File: config.mk
export PLATFORM = sky130hd
export DESIGN_NAME = instr_fetch_queue
export DESIGN_NICKNAME = d
export VERILOG_FILES = /design/src/rtl/instr_fetch_queue.sv
export SDC_FILE = /design/constraint.sdc
export NUM_CORES = 1
export LEC_CHECK = 0
export BUFFER_PORTS_ARGS = -buffer_cell sky130_fd_sc_hd__buf_2
export CAP_MARGIN = 20
export CORE_MARGIN = 2
export CORE_UTILIZATION = 43
export DETAILED_ROUTE_END_ITERATION = 8
export GPL_ROUTABILITY_DRIVEN = 0
export GPL_TIMING_DRIVEN = 0
export PLACE_DENSITY = 0.7
export SLEW_MARGIN = 15
export SYNTH_ARGS = -nofsm -noshare
export SYNTH_HDL_FRONTEND = slang
export SYNTH_SLANG_ARGS = --single-unit
File: constraint.sdc
create_clock -name clk -period 5.32 [get_ports clk]
set_clock_uncertainty 0.1 [all_clocks]
set_input_delay 0.532 -clock clk [delete_from_list [all_inputs] [get_ports clk]]
set_output_delay 0.532 -clock clk [all_outputs]
set_load 0.05 [all_outputs]
File: src/rtl/instr_fetch_queue.sv
// Fetch stage: reads instruction words from a wait-state memory (req/ack) and queues {instr, pc}.
// Latency: an acked word is on instr_out the cycle after the ack; zero-wait memory sustains 1 instr/cycle.
// Backpressure: instr_ready=0 holds the head stable; fetch stops issuing once queued + outstanding reaches DEPTH.
//
// Ports:
//   clk, rst                  rising-edge clock, synchronous active-high reset
//   mem_req/mem_addr          read request and word address (fetch_pc[9:2], or the held address while draining)
//   mem_ack/mem_rdata         request accepted, data valid in the same cycle
//   redirect_valid/_pc        taken branch/jump: flush the queue and refetch from the target
//   instr_valid/_ready        head handshake towards the datapath; instr_out/instr_pc carry the head
//   fetch_pc                  PC of the next or outstanding request
//   queue_count               occupied entries
module instr_fetch_queue #(
  parameter int                   WORD_SIZE = 32,
  parameter int                   DEPTH     = 4,
  parameter logic [WORD_SIZE-1:0] RESET_PC  = '0
) (
  input  logic                     clk,
  input  logic                     rst,
  output logic                     mem_req,
  output logic [7:0]               mem_addr,
  input  logic                     mem_ack,
  input  logic [WORD_SIZE-1:0]     mem_rdata,
  input  logic                     redirect_valid,
  input  logic [WORD_SIZE-1:0]     redirect_pc,
  output logic                     instr_valid,
  input  logic                     instr_ready,
  output logic [WORD_SIZE-1:0]     instr_out,
  output logic [WORD_SIZE-1:0]     instr_pc,
  output logic [WORD_SIZE-1:0]     fetch_pc,
  output logic [$clog2(DEPTH):0]   queue_count
);

  localparam int PTR_W = $clog2(DEPTH);
  localparam int CNT_W = PTR_W + 1;
  localparam logic [CNT_W-1:0] DEPTH_C = CNT_W'(DEPTH);

  typedef enum logic [1:0] {
    IDLE  = 2'd0,
    REQ   = 2'd1,
    DRAIN = 2'd2
  } state_t;

  typedef struct packed {
    logic [WORD_SIZE-1:0] instr;
    logic [WORD_SIZE-1:0] pc;
  } entry_t;

  state_t               state_q, state_d;
  logic [WORD_SIZE-1:0] fetch_pc_q, fetch_pc_d;
  logic [7:0]           drain_addr_q;
  logic [PTR_W-1:0]     wr_ptr_q, rd_ptr_q;
  logic [CNT_W-1:0]     count_q;
  entry_t               fifo_q [DEPTH];

  logic                 push;
  logic                 pop;
  logic [CNT_W-1:0]     count_after;
  logic                 room_after;

  assign instr_valid = (count_q != '0);
  assign pop         = instr_valid && instr_ready;

  // Occupancy once the word acked this cycle lands, crediting a same-cycle pop.
  assign count_after = count_q + CNT_W'(1) - CNT_W'(pop);
  assign room_after  = (count_after < DEPTH_C);

  // ---------------------------------------------------------------------------
  // Fetch FSM: next state, request and push
  // ---------------------------------------------------------------------------
  always_comb begin
    state_d    = state_q;
    fetch_pc_d = fetch_pc_q;
    mem_req    = 1'b0;
    push       = 1'b0;

    case (state_q)
      IDLE: begin
        // Nothing is outstanding here, so the only limit is free queue space.
        if (!redirect_valid && (count_q < DEPTH_C)) begin
          mem_req = 1'b1;
          if (mem_ack) begin
            push       = 1'b1;
            fetch_pc_d = fetch_pc_q + WORD_SIZE'(4);
            state_d    = room_after ? REQ : IDLE;
          end else begin
            state_d = REQ;
          end
        end
      end

      REQ: begin
        mem_req = 1'b1;
        if (mem_ack) begin
          push       = 1'b1;
          fetch_pc_d = fetch_pc_q + WORD_SIZE'(4);
          state_d    = room_after ? REQ : IDLE;
        end
      end

      DRAIN: begin
        // Stale request still in flight: wait it out and throw the data away.
        // The queue was flushed by the redirect, so there is always room afterwards.
        mem_req = 1'b1;
        if (mem_ack) begin
          state_d = REQ;
        end
      end

      default: begin
        state_d = IDLE;
      end
    endcase

    // A redirect beats everything but reset. An acked word in the same cycle is
    // dropped; an unacked outstanding request must still be drained.
    if (redirect_valid) begin
      push       = 1'b0;
      fetch_pc_d = redirect_pc & ~WORD_SIZE'(3);
      state_d    = (mem_req && !mem_ack) ? DRAIN : REQ;
    end

    // The memory is reset together with us, so nothing issued now is meaningful.
    if (rst) begin
      mem_req = 1'b0;
      push    = 1'b0;
    end
  end

  always_ff @(posedge clk) begin
    if (rst) begin
      state_q      <= IDLE;
      fetch_pc_q   <= RESET_PC;
      drain_addr_q <= RESET_PC[9:2];
    end else begin
      state_q    <= state_d;
      fetch_pc_q <= fetch_pc_d;
      // Track the live address until draining starts; in DRAIN it keeps the
      // address of the stale request while fetch_pc already holds the target.
      if (state_q != DRAIN) begin
        drain_addr_q <= fetch_pc_q[9:2];
      end
    end
  end

  assign mem_addr = (state_q == DRAIN) ? drain_addr_q : fetch_pc_q[9:2];
  assign fetch_pc = fetch_pc_q;

  // ---------------------------------------------------------------------------
  // Instruction queue
  // ---------------------------------------------------------------------------
  always_ff @(posedge clk) begin
    if (rst || redirect_valid) begin
      // Flush. A pop in this cycle has already been taken by the datapath.
      wr_ptr_q <= '0;
      rd_ptr_q <= '0;
      count_q  <= '0;
    end else begin
      if (push) begin
        wr_ptr_q <= wr_ptr_q + PTR_W'(1);
      end
      if (pop) begin
        rd_ptr_q <= rd_ptr_q + PTR_W'(1);
      end
      case ({push, pop})
        2'b10:   count_q <= count_q + CNT_W'(1);
        2'b01:   count_q <= count_q - CNT_W'(1);
        default: count_q <= count_q;
      endcase
    end
  end

  // Storage needs no reset: the outputs are masked while the queue is empty.
  always_ff @(posedge clk) begin
    if (push) begin
      fifo_q[wr_ptr_q] <= '{instr: mem_rdata, pc: fetch_pc_q};
    end
  end

  assign instr_out   = instr_valid ? fifo_q[rd_ptr_q].instr : '0;
  assign instr_pc    = instr_valid ? fifo_q[rd_ptr_q].pc    : '0;
  assign queue_count = count_q;

endmodule

==> impl_results.md, run 1 <==
- Post-cts hold buffer count: 0
- Standby leakage power: 5.21 nW
- Outcome: completed
- Critical path depth: 7
- Number of global-route vias before repair: between 7000 and 8000
- Share of cells above drive strength 1: 0.327
- Internal Pwr Total: 0.00380 W
- Clock share of power: 0.394
- Rows: 61
- DRC violations left: 0
- Worst setup slack for register-to-register paths: 2.51 ns
- Buffers from clock root to sink, at most: 3
- Number of max-slew violations in the final report: 0
- Quantity of I/O buffers inserted on ports: 170
- Type of the most critical hold path: input port to register
- Total number of H-tree levels: 1
- Area overhead of the layout relative to synthesis: 19.4%
- Fraction of registers with async set/reset: 0
- Setup WS post-layout: 1.80 ns
- Capturing element of the worst setup path: instr_pc[13]
- Number of top-level design ports: around 180
- Remaining antenna violation count: 0
- R2r startpoint: state_q[0]
- Cell at the slowest stage of the critical path: sky130_fd_sc_hd__clkbuf_1
- Drt pass-1 iters: 5
- Die Y-Extent: 173 um
- Leftover overflow at the end of global routing: 0
- Highest clock frequency the design can meet: 284 MHz
- Via density per instance: 5.33
- Largest vdd supply drop: ~220 uV
- Actual transition at the worst max-transition pin: 0.959 ns
- Worst EP required: about 4.7 ns
- Max Fanout on Critical Path: 10
- Routed wire per std cell: 19.5 um
- Cell chain of the critical path: inv_1 -> ha_1 -> nand2b_1 -> clkbuf_1 -> clkbuf_1 -> and2_1 -> buf_2
- Cell taking the most area after synthesis: sky130_fd_sc_hd__edfxtp_1
- Resized cells post-CTS: 0
- Gate Count Post-Synth: 745
- Fraction of power consumed by sequential logic: 0.524
- CTS Sinks: around 300
- Worst max-slew margin expressed relative to the limit: 0.355
- Setup repair after global routing missed its margin: false
- Yosys top cell area share: 0.606
- Max Cap Viol: 0
- Worst EP arrival: about 2.9 ns
- Start point of the critical path: queue_count[0]
- Cell mode on critical path: sky130_fd_sc_hd__clkbuf_1
- Capture instance of the worst register-to-register path: fifo_q[0][14]
- Netlist area before placement: 12300 um^2
- Number of failing setup endpoints in the final timing report: 0
- Vias: 7244
- Clock period minus final worst setup slack: 3.52 ns
- Starting DRC count in detailed routing: 513
- Total count of hold-check failures in the final report: 0
- Cell family with the largest share of critical-path delay: buffers and inverters
- Switching share of power: 0.239
- Clock insertion delay at the later pin of the skew report: 0.56 ns
- Largest net degree at the start of global routing: 48
- Die Outline Area: 30000 um^2
- Power density over cell area: 340 nW/um^2
- Total GRT Usage: 0.176
- Warning count from the yosys run: 0
- Synthesized flop and latch total: 297
- Largest stage delay on the critical path: approximately 0.48 ns
- Part of the power in combinational logic: 0.082
- Effective utilization at floorplan: 0.440
- Setup slack after placement: 2.17 ns
- Share of synthesized area occupied by flip-flops and latches: 0.685
- Nature of the critical path endpoint: output pin
- Horizontal die dimension: ~170 um
- Detailed placement HPWL: 17.7 mm
- WL final: 26.5 mm
- Primary flip-flop cell chosen by synthesis mapping: sky130_fd_sc_hd__edfxtp_1
- Crit path launch type: register
- Worst Setup Path Type: register to output pin
- Setup TNS: 0 ns
- Final net count: 1037
- Post-route fraction of the period consumed by the critical path: 0.661
- Cell chosen for the clock root: sky130_fd_sc_hd__clkbuf_16
- Cell with the most instances after synthesis: sky130_fd_sc_hd__edfxtp_1
- Clock buffers created by TritonCTS: 31
- CTS clock-pin slew for the worst setup and hold paths: 0.06 ns
- Worst Reg2Reg Path Length in Cells: 7
- Number of inserted filler cells in the final layout: 2367
- Placeable core region: 27900 um^2
- Synthesized area per cell: around 17 um^2
- Number of antenna violations at the first check in global routing: 0
- Post-CTS setup buffers: 0
- Reported net switching power: 0.00120 W
- Main area contributors after synthesis: sky130_fd_sc_hd__edfxtp_1, sky130_fd_sc_hd__mux4_2, sky130_fd_sc_hd__dfxtp_1
- Synth top cells by count: sky130_fd_sc_hd__edfxtp_1, sky130_fd_sc_hd__and2_1, sky130_fd_sc_hd__mux4_2
- Number of library cell types mapped by synthesis: 57
- # diodes: 0
- Number of enable-type register cells in the synthesized netlist: approximately 250
- Worst path buffer plus inverter count: 4
- Wire length of the first global-routing pass: around 42 mm
- Clock tree from TritonCTS: done
-- worst register-to-register path: stages (launching register included) --
cell	delay (ns)
sky130_fd_sc_hd__dfxtp_1	0.34
sky130_fd_sc_hd__inv_1	0.13
sky130_fd_sc_hd__ha_1	0.32
sky130_fd_sc_hd__nor3b_1	0.28
sky130_fd_sc_hd__o21ai_0	0.24
sky130_fd_sc_hd__nor2_1	0.34
sky130_fd_sc_hd__and2_4	0.39
sky130_fd_sc_hd__buf_16	0.32
-- through the flow --
step / area [um^2] / utilization / power [W] / std cells / hold WS, ns
after global placement: 13600 / 0.488 / 0.00307 / 1296 / 0.409
after global routing: 14700 / 0.526 / 0.00517 / 1358 / 0.0700
after detailed placement: 13800 / 0.492 / 0.00308 / 1300 / 0.416
after floorplan: 12300 / - / 0.00294 / 748 / 0.385
after CTS: 14700 / 0.526 / 0.00505 / 1358 / 0.0710
final: 14700 / 0.526 / 0.00500 / 1358 / 0.0962
-- power by group through the flow --
stage               combinational (W)  clock, W  sequential [W]
floorplan                    0.000233         0         0.00270
global placement             0.000403         0         0.00267
detailed placement           0.000411         0         0.00267
CTS                          0.000412   0.00202         0.00262
global route                 0.000438   0.00211         0.00262
finish                       0.000410   0.00197         0.00262
-- cell usage in the layout, fill, tap and decap left out, drive strengths merged, types with 4 or more instances in the layout --
master    Yosys  routed
nand2b        7       7
dfxtp        49      49
conb          1       4
mux2          9       9
clkinvlp      0       4
nor2b         5       5
clkbuf       31      68
mux2i         4       4
xnor2         4       4
ha           13      13
xor2          7       7
o31ai        10      10
nor2         34      34
edfxtp      248     248
o21ai        12      12
a21oi         7       7
and3          5       5
nand4         6       6
nand2        14      14
and2         77      77
a311oi       15      15
inv          14      15
or3           7       7
clkinv        0      15
nor3         10      10
a211oi       13      13
mux4         62      62
or4          11      11
and4          7       7
buf          17     191
nand3        13      13
-- layout make-up --
type                       count  area, um^2  area share
multi-input combinational    389        3620       0.247
buffer                        48         215      0.0147
clock buffer                  37         798      0.0544
sequential                   297        8430       0.574
inverter                      14        52.6     0.00358
timing repair buffer         174         961      0.0654
tap                          378         473      0.0322
clock inverter                21         134     0.00912
-- routing by layer --
layer	vias to the layer above	GRT usage	routed length, um
met3	32	0.0352	1870
met2	252	0.288	12500
met1	3607	0.245	11700
li1	3353	-	-
met4	0	0.0385	374
met5	-	0	0
-- cell families (layout without fill, tap and decap cells) --
logic type | after synthesis | after routing | share of synthesized area
xor gates and xnor gates | 11 | 11 | 0.00783
muxes | 75 | 75 | 0.125
and+or+nand+nor | 207 | 207 | 0.0985
adders and majority gates | 13 | 13 | 0.0132
buffers and inverters | 62 | 294 | 0.0218
DFF | 297 | 297 | 0.685
AOI/OAI and AO/OA | 79 | 79 | 0.0479
other | 1 | 4 | 0.000305
-- worst min-delay path by stage --
stage / to / start / cells past startpoint
global placement: rd_ptr_q[1] / rd_ptr_q[1] / 2
floorplan: register / rd_ptr_q[1] / 2
finish: fifo_q[1][54] / mem_rdata[22] / 1
CTS: fifo_q[2][60] / mem_rdata[28] / 1
detailed placement: rd_ptr_q[1] / rd_ptr_q[1] / 2
global route: fifo_q[1][60] / mem_rdata[28] / 1
-- sequential cells by signal, summed over array words and instances, names as in the netlist, named ones only --
name and cells:
drain_addr_q 8, fifo_q 248, rd_ptr_q 2, fetch_pc 30, wr_ptr_q 2, queue_count 3, state_q 2
Power figures use the tool's default switching activity.
==> run 2, diff against run 1 <==
==> constraint.sdc (replaced) <==
create_clock -name clk -period 3.5 [get_ports clk]
set_clock_uncertainty 0.1 [all_clocks]
set_input_delay 0.35 -clock clk [delete_from_list [all_inputs] [get_ports clk]]
set_output_delay 0.35 -clock clk [all_outputs]
set_load 0.05 [all_outputs]
==> run 2 against run 1 <==
Total power is 53% higher. First-iteration DRC count is 10% higher. Non-clock buffer count increased by 51. Die area unchanged. Critical path type unchanged. Highest routed layer unchanged.
==> impl_results.md, run 2 (same netlist as run 1, synthesis figures left out) <==
- Register cell area after layout: 8430 um^2
- Clock period minus final worst setup slack: 3.27 ns
- Die Y-Extent: 173 um
- Number of top-level design ports: around 180
- CTS clock-pin slew for the worst setup and hold paths: approximately 0.06 ns
- Clock tree from TritonCTS: done
- Wire length of the first global-routing pass: roughly 42 mm
- Post-route fraction of the period consumed by the critical path: 0.934
- Setup repair after global routing missed its margin: false
- Worst Setup Path Type: register to output pin
- Type of the most critical hold path: input port to register
- Max Fanout on Critical Path: 10
- Starting DRC count in detailed routing: 565
- Worst max-slew margin expressed relative to the limit: 0.353
- Number of inserted filler cells in the final layout: between 2000 and 2500
- Via density per instance: roughly 5.3
- Clock buffers created by TritonCTS: 31
- Register ranked first by flip-flop count: fifo_q
- Drt pass-1 iters: 5
- Placeable core region: 27900 um^2
- Remaining antenna violation count: 0
- Placed cells: 1300
- Rows: 61
- Effective utilization at floorplan: 0.440
- DRC violations left: 0
- Commonest non-fill, non-tap cells in the layout: sky130_fd_sc_hd__edfxtp_1, sky130_fd_sc_hd__buf_2, sky130_fd_sc_hd__and2_1
- CTS Sinks: 297
- Standby leakage power: 5.43 nW
- Final net count: 1088
- Die Outline Area: roughly 30000 um^2
- Most common cell after layout, fill and taps aside: sky130_fd_sc_hd__edfxtp_1
- Total count of hold-check failures in the final report: 0
- Routed wire per std cell: 19.2 um
- Combined area of the multi-input logic cells: around 3600 um^2
- Startpoint of the most critical hold path: redirect_pc[24]
- Clock insertion delay at the later pin of the skew report: around 0.56 ns
- Leftover overflow at the end of global routing: 0
- # diodes: 0
- Horizontal die dimension: 173 um
- Crit path launch type: register
- Number of flip-flops under the largest register name: 248
- Max Cap Viol: 0
- Detailed placement HPWL: between 15 and 20 mm
- Total GRT Usage: 0.179
- Quantity of I/O buffers inserted on ports: 170
- Area overhead of the layout relative to synthesis: 23.6%
- Share of cells above drive strength 1: 0.311
- Total cell area at the placement stage: roughly 14000 um^2
- Finished layout cell area: about 15000 um^2
- Post-CTS setup buffers: 0
- Number of antenna violations at the first check in global routing: 0
- Largest net degree at the start of global routing: 48
- Vias: 7449
- Buffers from clock root to sink, at most: 3
- Nature of the critical path endpoint: output pin
- Number of max-slew violations in the final report: 0
- Worst EP required: 3.05 ns
- Outcome: completed
- R2r startpoint: state_q[0]
- Start point of the critical path: queue_count[0]
- Cell chosen for the clock root: sky130_fd_sc_hd__clkbuf_16
- Total power: 0.00765 W
- Worst Reg2Reg Path Length in Cells: 7
- WL final: 27.1 mm
- Largest vdd supply drop: 341 uV
- Actual transition at the worst max-transition pin: 0.963 ns
- Power density over cell area: 503 nW/um^2
- Worst EP arrival: about 2.8 ns
- Highest clock frequency the design can meet: 306 MHz
- Instance count along the most critical hold path: 3
- Final cell count without fillers: 1409
- Total number of H-tree levels: 1
- Number of global-route vias before repair: 7587
- Number of failing setup endpoints in the final timing report: 0
run 2: cell count changes in the layout (fill, tap and decap cells not counted), sizes merged:
cell and delta:
dlygate4sd3 +51
run 2: area by class of cell:
cell class              count  share of cell area
plain buffers              48              0.0142
clock buffers              37              0.0525
clock inverters            21             0.00881
inverters                  14             0.00346
multi-input cells         389               0.238
flip-flops and latches    297               0.555
well taps                 378              0.0311
repair buffers            225              0.0968
run 2: worst max-delay path: stages (launching register included):
cell and delay, ns:
sky130_fd_sc_hd__dfxtp_1 0.44, sky130_fd_sc_hd__inv_1 0.10, sky130_fd_sc_hd__ha_1 0.22, sky130_fd_sc_hd__nand2b_1 0.13
sky130_fd_sc_hd__clkbuf_1 0.48, sky130_fd_sc_hd__clkbuf_1 0.42, sky130_fd_sc_hd__and2_1 0.22, sky130_fd_sc_hd__buf_2 0.27
run 2: final timing paths:
path / end / slack [ns]
max: instr_out[23] / 0.23
min: fetch_pc[24] / 0.03
max reg2reg: fifo_q[0][14] / 0.68
min reg2reg: rd_ptr_q[1] / 0.45
run 2: metal layers:
metal,vias to the layer above,track usage,share of wire
li1,3450,-,-
met1,3711,0.247,0.45
met2,251,0.299,0.48
met3,37,0.0319,0.062
met4,0,0.0392,0.013
met5,-,0,0
run 2: power by group:
part / switching [W] / internal, W
clock: 0.00130 / 0.00169
combinational: 0.000444 / 0.000226
sequential: 0.0000824 / 0.00390
total: 0.00183 / 0.00582
run 2: metrics by stage:
step	worst slack, ns	utilization	TNS (ns)	hold WS [ns]
CTS	0.0588	0.544	0	0.00516
detailed placement	0.527	0.492	0	0.416
global route	0.0322	0.544	0	0.0225
finish	0.232	0.544	0	0.0305
global placement	-1.48	0.488	-357.80	0.409
floorplan	0.104	-	0	0.349
run 2: timing repair:
action                                  4_1_cts  5_1_grt
gates resized for setup                       0        2
endpoints found under the setup margin        0       10
endpoints found under the hold margin       147        0
hold buffers                                 51        0
